## config.mk

```make
export PLATFORM = sky130hd
export DESIGN_NAME = xbar_addr_arbiter
export DESIGN_NICKNAME = d
export VERILOG_FILES = /design/src/rtl/xbar_addr_arbiter_pkg.sv /design/src/rtl/xbar_addr_arbiter_rr_arbiter.sv /design/src/rtl/xbar_addr_arbiter.sv
export SDC_FILE = /design/constraint.sdc
export NUM_CORES = 1
export LEC_CHECK = 0
export ABC_AREA = 0
export CORE_MARGIN = 1
export CORE_UTILIZATION = 41
export CTS_CLUSTER_DIAMETER = 200
export DETAILED_ROUTE_END_ITERATION = 16
export GPL_TIMING_DRIVEN = 0
export PLACE_DENSITY = 0.95
export RECOVER_POWER = 25
export SYNTH_ARGS = -nofsm -noshare
export SYNTH_HDL_FRONTEND = slang
export SYNTH_HIERARCHICAL = 1
export SYNTH_SLANG_ARGS = --single-unit
```

## constraint.sdc

```tcl
create_clock -name clk_i -period 4.1 [get_ports clk_i]
set_input_delay 0.41 -clock clk_i [delete_from_list [all_inputs] [get_ports clk_i]]
set_output_delay 0.41 -clock clk_i [all_outputs]
set_load 0.01 [all_outputs]
```

## src/rtl/xbar_addr_arbiter_pkg.sv

```systemverilog
// Shared crossbar parameters, index-width helper and arbiter FSM state type.
package xbar_addr_arbiter_pkg;

  localparam int XBAR_NUM_MST = 3;
  localparam int XBAR_ADDR_W  = 32;
  localparam int XBAR_ID_W    = 6;
  localparam int XBAR_USER_W  = 8;

  function automatic int idx_w(input int n);
    return (n > 1) ? $clog2(n) : 1;
  endfunction

  typedef enum logic {
    ST_IDLE = 1'b0,
    ST_BUSY = 1'b1
  } arb_state_e;

endpackage

```

## src/rtl/xbar_addr_arbiter_rr_arbiter.sv

```systemverilog
// Combinational round-robin picker: lowest requester at or above the pointer,
// otherwise wrap to the lowest requester overall.
module rr_arbiter
  import xbar_addr_arbiter_pkg::*;
#(
  parameter  int NUM_MST = XBAR_NUM_MST,
  localparam int IDX_W   = idx_w(NUM_MST)
) (
  input  logic [NUM_MST-1:0] req_i,
  input  logic [IDX_W-1:0]   ptr_i,
  output logic [NUM_MST-1:0] gnt_o,
  output logic [IDX_W-1:0]   gnt_idx_o,
  output logic               gnt_valid_o
);

  logic [NUM_MST-1:0] hi_mask;
  logic [NUM_MST-1:0] hi_req;

  generate
    for (genvar gi = 0; gi < NUM_MST; gi++) begin : g_mask
      assign hi_mask[gi] = (gi >= int'(ptr_i));
    end
  endgenerate

  assign hi_req = req_i & hi_mask;

  always_comb begin
    gnt_o       = '0;
    gnt_idx_o   = '0;
    gnt_valid_o = |req_i;
    // Descending scans leave the lowest hit; the masked pass overrides the wrap pass.
    for (int i = NUM_MST - 1; i >= 0; i--) begin
      if (req_i[i]) gnt_idx_o = IDX_W'(i);
    end
    for (int i = NUM_MST - 1; i >= 0; i--) begin
      if (hi_req[i]) gnt_idx_o = IDX_W'(i);
    end
    for (int i = 0; i < NUM_MST; i++) begin
      gnt_o[i] = gnt_valid_o && (int'(gnt_idx_o) == i);
    end
  end

endmodule

```

## src/rtl/xbar_addr_arbiter.sv

```systemverilog
// Address-channel arbiter: round-robin over masters into a single output
// register, with an outstanding-transaction limiter and sticky underflow flag.
module xbar_addr_arbiter
  import xbar_addr_arbiter_pkg::*;
#(
  parameter  int NUM_MST = XBAR_NUM_MST,
  parameter  int ADDR_W  = XBAR_ADDR_W,
  parameter  int ID_W    = XBAR_ID_W,
  parameter  int USER_W  = XBAR_USER_W,
  parameter  int MAX_OUT = 8,
  localparam int IDX_W   = idx_w(NUM_MST),
  localparam int CNT_W   = $clog2(MAX_OUT + 1)
) (
  input  logic                            clk_i,
  input  logic                            rst_i,
  input  logic [NUM_MST-1:0]              m_valid_i,
  output logic [NUM_MST-1:0]              m_ready_o,
  input  logic [NUM_MST-1:0][ADDR_W-1:0]  m_addr_i,
  input  logic [NUM_MST-1:0][ID_W-1:0]    m_id_i,
  input  logic [NUM_MST-1:0][USER_W-1:0]  m_user_i,
  output logic                            s_valid_o,
  input  logic                            s_ready_i,
  output logic [ADDR_W-1:0]               s_addr_o,
  output logic [USER_W-1:0]               s_user_o,
  output logic [ID_W+IDX_W-1:0]           s_id_o,
  input  logic                            resp_done_i,
  output logic [CNT_W-1:0]                outstanding_o,
  output logic                            underflow_o
);

  arb_state_e              state_q, state_d;
  logic [IDX_W-1:0]        ptr_q, ptr_d;
  logic [ADDR_W-1:0]       addr_q, addr_d;
  logic [ID_W+IDX_W-1:0]   id_q, id_d;
  logic [USER_W-1:0]       user_q, user_d;
  logic [CNT_W-1:0]        cnt_q, cnt_d;
  logic                    uf_q, uf_d;

  logic                    busy;
  logic                    handshake;
  logic                    room;
  logic                    grant_en;
  logic [NUM_MST-1:0]      req;
  logic [NUM_MST-1:0]      gnt;
  logic [IDX_W-1:0]        gnt_idx;
  logic                    gnt_valid;

  assign busy      = (state_q == ST_BUSY);
  assign handshake = busy && s_ready_i && !rst_i;
  // The held request is already committed, so it occupies a slot until its handshake.
  assign room      = (int'(cnt_q) + int'(busy)) < MAX_OUT;
  assign grant_en  = !rst_i && (!busy || s_ready_i) && room;
  assign req       = m_valid_i & {NUM_MST{grant_en}};

  rr_arbiter #(
    .NUM_MST (NUM_MST)
  ) u_rr (
    .req_i       (req),
    .ptr_i       (ptr_q),
    .gnt_o       (gnt),
    .gnt_idx_o   (gnt_idx),
    .gnt_valid_o (gnt_valid)
  );

  always_comb begin
    state_d = state_q;
    ptr_d   = ptr_q;
    addr_d  = addr_q;
    id_d    = id_q;
    user_d  = user_q;
    case (state_q)
      ST_IDLE: if (gnt_valid) state_d = ST_BUSY;
      ST_BUSY: if (s_ready_i && !gnt_valid) state_d = ST_IDLE;
      default: state_d = ST_IDLE;
    endcase
    if (gnt_valid) begin
      addr_d = m_addr_i[gnt_idx];
      id_d   = {gnt_idx, m_id_i[gnt_idx]};
      user_d = m_user_i[gnt_idx];
      ptr_d  = (int'(gnt_idx) == NUM_MST - 1) ? '0 : gnt_idx + 1'b1;
    end
  end

  always_comb begin
    cnt_d = cnt_q;
    uf_d  = uf_q;
    case ({handshake, resp_done_i})
      2'b10: cnt_d = cnt_q + 1'b1;
      2'b01: begin
        if (cnt_q == '0) uf_d = 1'b1;
        else             cnt_d = cnt_q - 1'b1;
      end
      default: ;
    endcase
  end

  always_ff @(posedge clk_i) begin
    if (rst_i) begin
      state_q <= ST_IDLE;
      ptr_q   <= '0;
      addr_q  <= '0;
      id_q    <= '0;
      user_q  <= '0;
      cnt_q   <= '0;
      uf_q    <= 1'b0;
    end else begin
      state_q <= state_d;
      ptr_q   <= ptr_d;
      addr_q  <= addr_d;
      id_q    <= id_d;
      user_q  <= user_d;
      cnt_q   <= cnt_d;
      uf_q    <= uf_d;
    end
  end

  assign m_ready_o     = gnt;
  assign s_valid_o     = busy && !rst_i;
  assign s_addr_o      = addr_q;
  assign s_id_o        = id_q;
  assign s_user_o      = user_q;
  assign outstanding_o = cnt_q;
  assign underflow_o   = uf_q;

endmodule

```

Yosys cells after proc, flatten, opt, wreduce, memory -nomap -nowiden
Cells that the tools add are included.

Bits of input ports: 145. Logic and storage cells: 61. Register bits after elaboration: 56.

Equal/unequal tests: 5. Mux-type cells: 18. $lt $le $gt $ge: 5. Add/sub/neg operators: 4. Bitwise logic cells: 3. Reductions and logical operators: 19.

Operators by type and width (number): binary-select mux 32 bit (select 2 bit) (1); two-way mux 32 bit (1); binary-select mux 8 bit (select 2 bit) (1); two-way mux 2 bit (7); binary-select mux 6 bit (select 2 bit) (1); logical AND 1 bit (9); two-way mux 8 bit (1); one-hot mux 4 bit (2 select lines) (1); bitwise AND 3 bit (2); equality test 2 bit (second input constant) (3); two-way mux 6 bit (1); adder 4 x 1 -> 5 bit (1); < comparator 5 x 4 -> 1 bit (second input constant) (1); adder 4 x 1 -> 4 bit (second input constant) (1); greater-or-equal comparator 1 x 2 -> 1 bit (first input constant) (2); logical NOT 4 bit (1); two-way mux 4 bit (1); AND reduction 2 bit (2); subtractor 4 x 1 -> 4 bit (second input constant) (1); logical NOT 1 bit (3); < comparator 2 x 3 -> 1 bit (second input constant) (1); OR reduction 3 bit (1); adder 2 x 1 -> 2 bit (second input constant) (1); equality test 2 x 1 -> 1 bit (second input constant) (1); 8 further kinds (9).

Logic depth before layout (Yosys ltp)
Word-level depth: 13. Depth in mapped cells: 12.

Cells and area by module
The synthesis kept the hierarchy.

Modules (own cells, without submodules): xbar_addr_arbiter (area each 3325.7 um^2, cells each 329, instances 1); rr_arbiter (area each 90.1 um^2, cells each 13, instances 1).

Worst setup path before layout
OpenSTA, ideal clock, no wires.

Path type: input to register. Start point: input rst_i. End point: register addr_q[15], in the netlist s_addr_o[15]. Cell stages on the path: 10. Slack: 1.433 ns. Data arrival time: 2.535 ns. Path buffers: 4. Setup time: 0.132 ns. Cells stage by stage: buf_6 > buf_2 > nor4b_1 > inv_1 > a221oi_1 > buf_6 > buf_8 > mux2_4 > a221oi_1 > nor3_1.

Elaborated cells on any way between the ends: 14.

RTL lines: from (decl) (line xbar_addr_arbiter.sv:15) `input logic rst_i,`; logical NOT 1 bit (*) (line xbar_addr_arbiter.sv:52) `assign grant_en = !rst_i && (!busy || s_ready_i) && room;`; logical AND 1 bit (*) (2 in series) (line xbar_addr_arbiter.sv:52); bitwise AND 3 bit (*) (line xbar_addr_arbiter.sv:53) `assign req = m_valid_i & {NUM_MST{grant_en}};`; via req[1] (line xbar_addr_arbiter.sv:43) `logic [NUM_MST-1:0] req;`; two-way mux 2 bit (2 in series) (line xbar_addr_arbiter_rr_arbiter.sv:33) `if (req_i[i]) gnt_idx_o = IDX_W'(i);`; two-way mux 2 bit (line xbar_addr_arbiter_rr_arbiter.sv:36) `if (hi_req[i]) gnt_idx_o = IDX_W'(i);`; two-way mux 2 bit (*) (2 in series) (line xbar_addr_arbiter_rr_arbiter.sv:36); via gnt_idx[0] (line xbar_addr_arbiter.sv:45) `logic [IDX_W-1:0] gnt_idx;`; binary-select mux 32 bit (select 2 bit) (*) (line xbar_addr_arbiter.sv:77) `addr_d = m_addr_i[gnt_idx];`; two-way mux 32 bit (implied by the code) (*) (line xbar_addr_arbiter.sv:77); to (signal assigned) (line xbar_addr_arbiter.sv:109) `addr_q <= addr_d;`; to (decl) (line xbar_addr_arbiter.sv:33) `logic [ADDR_W-1:0] addr_q, addr_d;`.

The timed path passes the listed nets; every way through them passes the cells marked *. The select of a mux whose other input is x is not followed. A chain may end at the register's enable or synchronous reset.

Worst setup path in the final report
Start point: input s_ready_i. End point: output m_ready_o[1].

Elaborated cells on any way between the ends: 14.

RTL lines: from (decl) (line xbar_addr_arbiter.sv:22) `input logic s_ready_i,`; logical OR 1 bit (*) (line xbar_addr_arbiter.sv:52); logical AND 1 bit (*) (2 in series) (line xbar_addr_arbiter.sv:52); bitwise AND 3 bit (*) (line xbar_addr_arbiter.sv:53); via req[1] (line xbar_addr_arbiter.sv:43); two-way mux 2 bit (2 in series) (line xbar_addr_arbiter_rr_arbiter.sv:33); two-way mux 2 bit (3 in series) (line xbar_addr_arbiter_rr_arbiter.sv:36); equality test 2 bit (line xbar_addr_arbiter_rr_arbiter.sv:39) `gnt_o[i] = gnt_valid_o && (int'(gnt_idx_o) == i);`; logical AND 1 bit (*) (line xbar_addr_arbiter_rr_arbiter.sv:39); to (decl) (line xbar_addr_arbiter.sv:17) `output logic [NUM_MST-1:0] m_ready_o,`.

The timed path passes the listed nets; every way through them passes the cells marked *.

==> impl_metrics.csv <==
group,metric,value,unit
synth,synth_nets,488,
synth,synth.top_cell.area_share,32.82,%
grt,grt_overflow,0,
timing,tns,0,ps
grt,antenna_found_initial,0,
synth,synth_common_cells,"dfxtp_1, nor2_1, nor3_1",
clock_tree,clk_path_buf_depth,2,
pwr,vdd_drop_max,0.2356,mV
clock_tree,cts_inserted_buffers,5,
synth,syn_inst,342,
final_layout,multi_input_comb_area,1994,µm²
route,vias,3667,
final_layout,final_nets,694,
route,drc_errors,0,
timing,holdWs,442.8,ps
placed_design,gp_congestion,0.8054,
clock_tree,cts_sinks,56,
critical_path,arrival,2940,ps
pwr,intPower,0.001168,W
timing,fin_worst_skew,13.07,ps
pwr,switching_share,29.88,%
timing,drv_slew,0,
die,placementRows,32,
pwr,switchingPower,0.0004977,W
route,drt_iter0_drc,164,
timing,setup_violations,0,
synth,async_flop_share,0,%
synth,netlist_top_cells_area,"dfxtp_1, mux2_4, a221oi_1",
timing,fin_crit_sh,81.63,%
synth,yosysWarnings,6,
placed_design,numPortBuffers,199,
pwr,p_leak,2.203,nW
critical_path,start_kind,"primary input",
final_layout,final.fill_count,580,
critical_path,critPathMaxFanout,5,
final_layout,syn_to_final_growth,64.65,%
die,core,7888,µm²
final_layout,num_antenna_cells,0,
die,die_h,93.28,µm
synth,syn-cell-area,3416,µm²
route,ant_nets,0,
status,status,"finished, final reports clean",
timing,max_slew_margin,31.83,%
clock_tree,clkTransAtPathRegs,110,ps
clock_tree,cts_root_buf,"clkbuf_8",
final_layout,seq_area,1121,µm²
timing,fin_crit,3347,ps
grt,grt_pass1_wl,18150,µm
pwr,seq_power_share,38.7,%
min_path,hp-class,"in2reg",
route,first_pass_iters,4,
synth,ys_types,47,
grt,global_route.usage.total,26.95,%
synth,syn_avg_cell_area,9.988,µm²
route,routed_wirelength,12090,µm
pwr,power,0.001666,W
die,io_pins,202,
clock_tree,cts_resized,0,
pwr,p_clk_share,22.3,%
placed_design,hpwl,9571,µm
route,wl_per_cell,18.57,µm
clock_tree,cts_tree,"yes",
die,die_w,93.28,µm
timing,rsz0062_at_grt,"false",
timing,tightest_slew,1008,ps
final_layout,drive_gt1_share,16.58,%
critical_path,endpoint_kind,"output pin",
pwr,p_per_area,296.2,nW/µm²
pwr,combPwrFrac,39.0,%
route,avgViaCountPerCell,5.633,
synth,synth_area_leader_cell,"dfxtp_1",
synth,yosysMostFrequentCell,"dfxtp_1",
timing,fmax,298.8,MHz
grt,grt_pass1_vias,3775,
synth,synth_seq_cells,56,
critical_path,worstSetupPathType,"in2out",
critical_path,required,3690,ps
clock_tree,cts_hold_buf,0,
synth,synth_seq_area_share,32.82,%
grt,grt_max_degree,19,
die,dieArea,8700,µm²
clock_tree,clock_latency,310,ps
timing,hold_viol_final,0,
job,drv_cap,0,
die,start_util,43.31,%
clock_tree,cts_setup_buffers,0,
clock_tree,h-tree-depth,2,
synth,synth_edf_count,0,
synth,ys.flop_type,"dfxtp_1",
final timing paths:
path / startpoint / to / slack, ps / depth (start not counted)
worst max-delay path: s_ready_i / m_ready_o[1] / 750 / 6
worst min register to register: s_addr_o[21] / s_addr_o[21] / 480 / 2
worst max register to register: outstanding_o[1] / s_addr_o[14] / 890 / 10
worst min-delay path: rst_i / outstanding_o[1] / 440 / 3
power groups by stage:
stage	sequential [W]	combinational, W	clock (W)
final	0.000645	0.000649	0.000372
after global routing	0.000652	0.000694	0.000392
after CTS	0.000646	0.000662	0.000375
after detailed placement	0.000657	0.000659	0
after global placement	0.000654	0.000638	0
after floorplan	0.000680	0.000299	0
cell usage in the layout, fill, tap and decap left out, types with 5 or more instances in the layout:
master,netlist,final
clkdlybuf4s50_1,0,173
buf_6,7,7
dlygate4sd3_1,0,26
nor2_1,51,51
nor3_1,43,43
a221oi_2,12,12
a21oi_1,5,5
mux2_4,42,42
buf_8,5,5
dfxtp_1,56,56
buf_2,11,11
clkbuf_1,11,11
clkbuf_8,0,5
a221oi_1,35,35
cells by family (layout without fill, tap and decap cells):
group | count (synthesis) | in the layout | synth area share [%]
multiplexers | 46 | 46 | 19.71
flip-flops | 56 | 56 | 32.82
buffers and inverters | 40 | 247 | 7.985
XOR/XNOR | 2 | 2 | 0.5129
AND/OR/NAND/NOR | 130 | 130 | 20.11
AO/OA/AOI/OAI | 67 | 67 | 18.50
adder cells (fa/ha/maj) | 1 | 1 | 0.3662
sequential cells by signal, indices dropped and copies added, names as in the netlist:
signal         count
s_id_o             8
s_addr_o          32
outstanding_o      4
underflow_o        1
busy               1
ptr_q              2
s_user_o           8
stage by stage:
stage	setup WS (ps)	std cells	instance area, µm²	util (%)
after floorplan	1433	342	3416	-
after global placement	717.3	643	5535	70.18
after detailed placement	475.0	643	5535	70.18
after CTS	785.5	651	5652	71.65
after global routing	551.6	651	5624	71.30
final	753.3	651	5624	71.30
critical path, stage by stage:
cell and delay, ps:
dlygate4sd3_1 590, a21boi_0 170, nor4b_1 680, inv_1 160
a221oi_1 310, clkdlybuf4s50_1 600
layout make-up:
class,count,area share (%)
clock inverters,3,0.8454
flip-flops and latches,56,19.93
well taps,102,2.269
inverters,5,0.3337
plain buffers,35,4.516
multi-input cells,246,35.46
repair buffers,199,35.42
clock buffers,5,1.224
metal layers:
metal	global-route usage [%]	wire length [µm]	up-vias	part of all wire (%)
li1	-	-	1712	-
met1	28.58	4450	1742	37
met2	51.90	6318	191	52
met3	6.504	1084	22	9.0
met4	8.205	239	0	2.0
met5	0	0	-	0
Note: power is estimated with default switching activity, not from simulation.
